$ cat config.mk
export PLATFORM = sky130hd
export DESIGN_NAME = rand_predictor
export DESIGN_NICKNAME = d
export VERILOG_FILES = /design/src/rtl/rand_pkg.sv /design/src/rtl/rand_predictor.sv
export SDC_FILE = /design/constraint.sdc
export NUM_CORES = 1
export LEC_CHECK = 0
export BUFFER_PORTS_ARGS = -buffer_cell sky130_fd_sc_hd__buf_2
export CAP_MARGIN = 0
export CORE_AREA = 2 2 39 41
export DETAILED_ROUTE_END_ITERATION = 8
export DIE_AREA = 0 0 41 43
export GPL_TIMING_DRIVEN = 0
export PLACE_DENSITY = 0.55
export SLEW_MARGIN = 10
export SYNTH_ARGS = -nofsm -noshare
export SYNTH_HDL_FRONTEND = slang
export SYNTH_SLANG_ARGS = --single-unit
$ cat constraint.sdc
create_clock -name clk -period 1.6 [get_ports clk]
set_clock_uncertainty 0.05 [all_clocks]
set_input_delay 0.16 -clock clk [delete_from_list [all_inputs] [get_ports clk]]
set_output_delay 0.16 -clock clk [all_outputs]
set_load 0.02 [all_outputs]
$ cat src/rtl/rand_pkg.sv
// Shared definitions for the 6-bit pseudo-random generator and its receive-side checker.
package rand_pkg;

  localparam int LFSR_W = 6;
  localparam int TAP_A  = 5;
  localparam int TAP_B  = 3;
  localparam int TAP_C  = 1;

  typedef enum logic [1:0] {
    IDLE  = 2'd0,
    FILL  = 2'd1,
    TRACK = 2'd2,
    LOST  = 2'd3
  } state_t;

  // Feedback bit shared by the generator and the predictor.
  function automatic logic lfsr_fb(input logic [LFSR_W-1:0] s);
    return s[TAP_A] ^ s[TAP_B] ^ s[TAP_C];
  endfunction

endpackage

$ cat src/rtl/rand_predictor.sv
// Predictor register: loads received bits while seeding, free-runs on its own feedback while tracking.
module rand_predictor
  import rand_pkg::*;
(
  input  logic              clk,
  input  logic              rst,
  input  logic              clear,
  input  logic              load_en,
  input  logic              track_en,
  input  logic              bit_in,
  output logic              pred,
  output logic [LFSR_W-1:0] pred_state
);

  assign pred = lfsr_fb(pred_state);

  // Tracking shifts in the predicted bit, so a corrupted input never pollutes the register.
  always_ff @(posedge clk or posedge rst) begin
    if (rst) begin
      pred_state <= '0;
    end else if (clear) begin
      pred_state <= '0;
    end else if (load_en) begin
      pred_state <= {pred_state[LFSR_W-2:0], bit_in};
    end else if (track_en) begin
      pred_state <= {pred_state[LFSR_W-2:0], pred};
    end
  end

endmodule

==> reports/qor.txt <==
LEAKAGE -> 0.203 nW
CTS tree -> yes
Relative slew margins -> 0.793
NetSw -> 0.0000858 W
WL final -> 643 microns
initial drt markers -> 2
Post-CTS Resized -> 0
Critical Path Sink Type -> output port
largest net degree at the start of global routing -> 9
critical path class -> reg2out
Sw Share -> 0.249
Syn Nets -> 35
final core utilization -> 0.286
initial antenna violation count -> 0
Clock Path Buffers -> 2
fmax -> 681 MHz
Site Rows -> 14
unrepaired setup endpoints after global routing -> no
Clock transition at path regs -> 40 ps
Die Span Y -> 43 microns
diode count -> 0
post-route ant nets -> 0
Clock power frac -> 0.406
core area -> 1380 sq um
Slew @ Worst Pin -> 309 ps
GR Util All Layers -> 0.0889
hpwl dp -> 467 microns
max FFs per register -> 6
Hold/Removal Path Class -> in2reg
vias in the first global route -> 256
Top Registers -> pred_state (6)
total die area -> 1760 sq um
Net count, final -> 53
Reg with most FFs -> pred_state
Synth cell types -> 8
worst-path fanout max -> 4
TritonRoute pass-1 iters -> 3
P per Cell Area -> 873 nW/um^2
Avg Vias per Cell -> 4.21
Worst EP arrival -> 1260 ps
htree depth -> 1
grt total ovfl -> 0
DR vias -> 257
Port-buffer cells -> 12
global-route wire length before repair -> 972 microns
Final min period -> 1470 ps
Syn. warnings -> 0
outcome -> finished, final reports clean
Layout area overhead -> 39.8%
total CTS buffers -> 3
Max-Cap Viols -> 0
Avg WL per Cell -> 10.5 microns
Final Hold Vio Count -> 0
share of layout cells above drive strength 1 -> 0.378
setup tns final -> 0 ps
Post-CTS Setup Repair Bufs -> 0
logic gate share of total power -> 0.130
Cells after Synth -> 29
initial core utilization -> 0.204
period utilisation layout -> 0.918
Sequential Power Share -> 0.463
Tot Pwr -> 0.000345 W
# hold bufs at CTS -> 1
# IOs -> 13
Worst-Skew Late Latency -> 250 ps
VDD IR max -> 256 uV
critical path launch point type -> flip-flop
Setup Viol. Count Final -> 0
fin. max-slew vios -> 0
gp weighted congestion -> 0.689
post-synthesis sequential area ratio -> 0.531
CTS Sinks -> 6
DRC -> 0
Req. time, crit path -> 1390 ps
Seq cells post-synth -> 6
worst hold margin -> 109 ps
Die X -> 41 microns
CTS root buf -> clkbuf_4
Syn Std Cell Area -> 283 sq um
Mean Syn Cell Area -> 9.75 sq um
internal power -> 0.000259 W
-- area by class of cell --
type | count | area (sq um)
clock buffer | 3 | 22.5
fill | 152 | 988
inverter | 3 | 11.3
multi-input combinational | 20 | 121
sequential | 6 | 150
tap | 16 | 20.0
timing repair buffer | 13 | 70.1
-- stage by stage --
stage | area, sq um | setup slack (ps) | std cells
floorplan | 283 | 235 | 29
global placement | 363 | 393 | 57
detailed placement | 363 | 385 | 57
CTS | 395 | 136 | 61
global route | 395 | 87.2 | 61
finish | 395 | 131 | 61
-- final timing paths --
check	from	endpoint	slack, ps	cells past startpoint
min reg2reg	pred_state[4]	pred_state[4]	490	2
min in group asynchronous	rst	pred_state[3]	320	3
min	bit_in	pred_state[0]	110	3
max in group asynchronous	rst	pred_state[2]	990	3
max reg2reg	pred_state[1]	pred_state[0]	370	3
max	pred_state[1]	pred	130	2
-- synth_stat cells --
library cell	number	share of area
a21oi_1	6	0.11
a221oi_2	1	0.053
dfrtp_1	6	0.53
inv_1	3	0.040
nand2_1	6	0.080
nor2_1	1	0.013
o21ai_0	5	0.088
xor3_2	1	0.088
-- placed cells by master (no fill, tap or decap), drive strengths merged --
| cell | n |
|---|---|
| clkbuf | 3 |
| dlygate4sd3 | 1 |
| nand2 | 6 |
| dfrtp | 6 |
| o21ai | 5 |
| a221oi | 1 |
| a21oi | 6 |
| buf | 12 |
| xor3 | 1 |
| inv | 3 |
| nor2 | 1 |
-- per-layer routing --
layer,share of wire,vias up,track usage
met1,0.47,113,0.0951
met4,0.033,0,0.100
met5,0,-,0
li1,-,132,-
met3,0.062,4,0.0314
met2,0.44,8,0.119
-- power by group through the flow --
stage | Clock, W | Sequential, W | Combinational (W)
2_1_floorplan | 0 | 0.000167 | 0.0000179
3_3_place_gp | 0 | 0.000162 | 0.0000434
3_5_place_dp | 0 | 0.000162 | 0.0000438
4_1_cts | 0.000145 | 0.000160 | 0.0000457
5_1_grt | 0.000152 | 0.000160 | 0.0000501
6_report | 0.000140 | 0.000160 | 0.0000450
-- worst max-delay path, stage by stage, from the launching register on --
cell,delay (ps)
dfrtp_1,380
xor3_2,460
buf_2,180
-- kinds of logic after synthesis --
| family | synth area share |
|---|---|
| compound gates | 0.248 |
| simple gates | 0.0929 |
| flops | 0.531 |
| buf+inv | 0.0398 |
| xor+xnor | 0.0885 |
(Power assumes the default switching activity.)
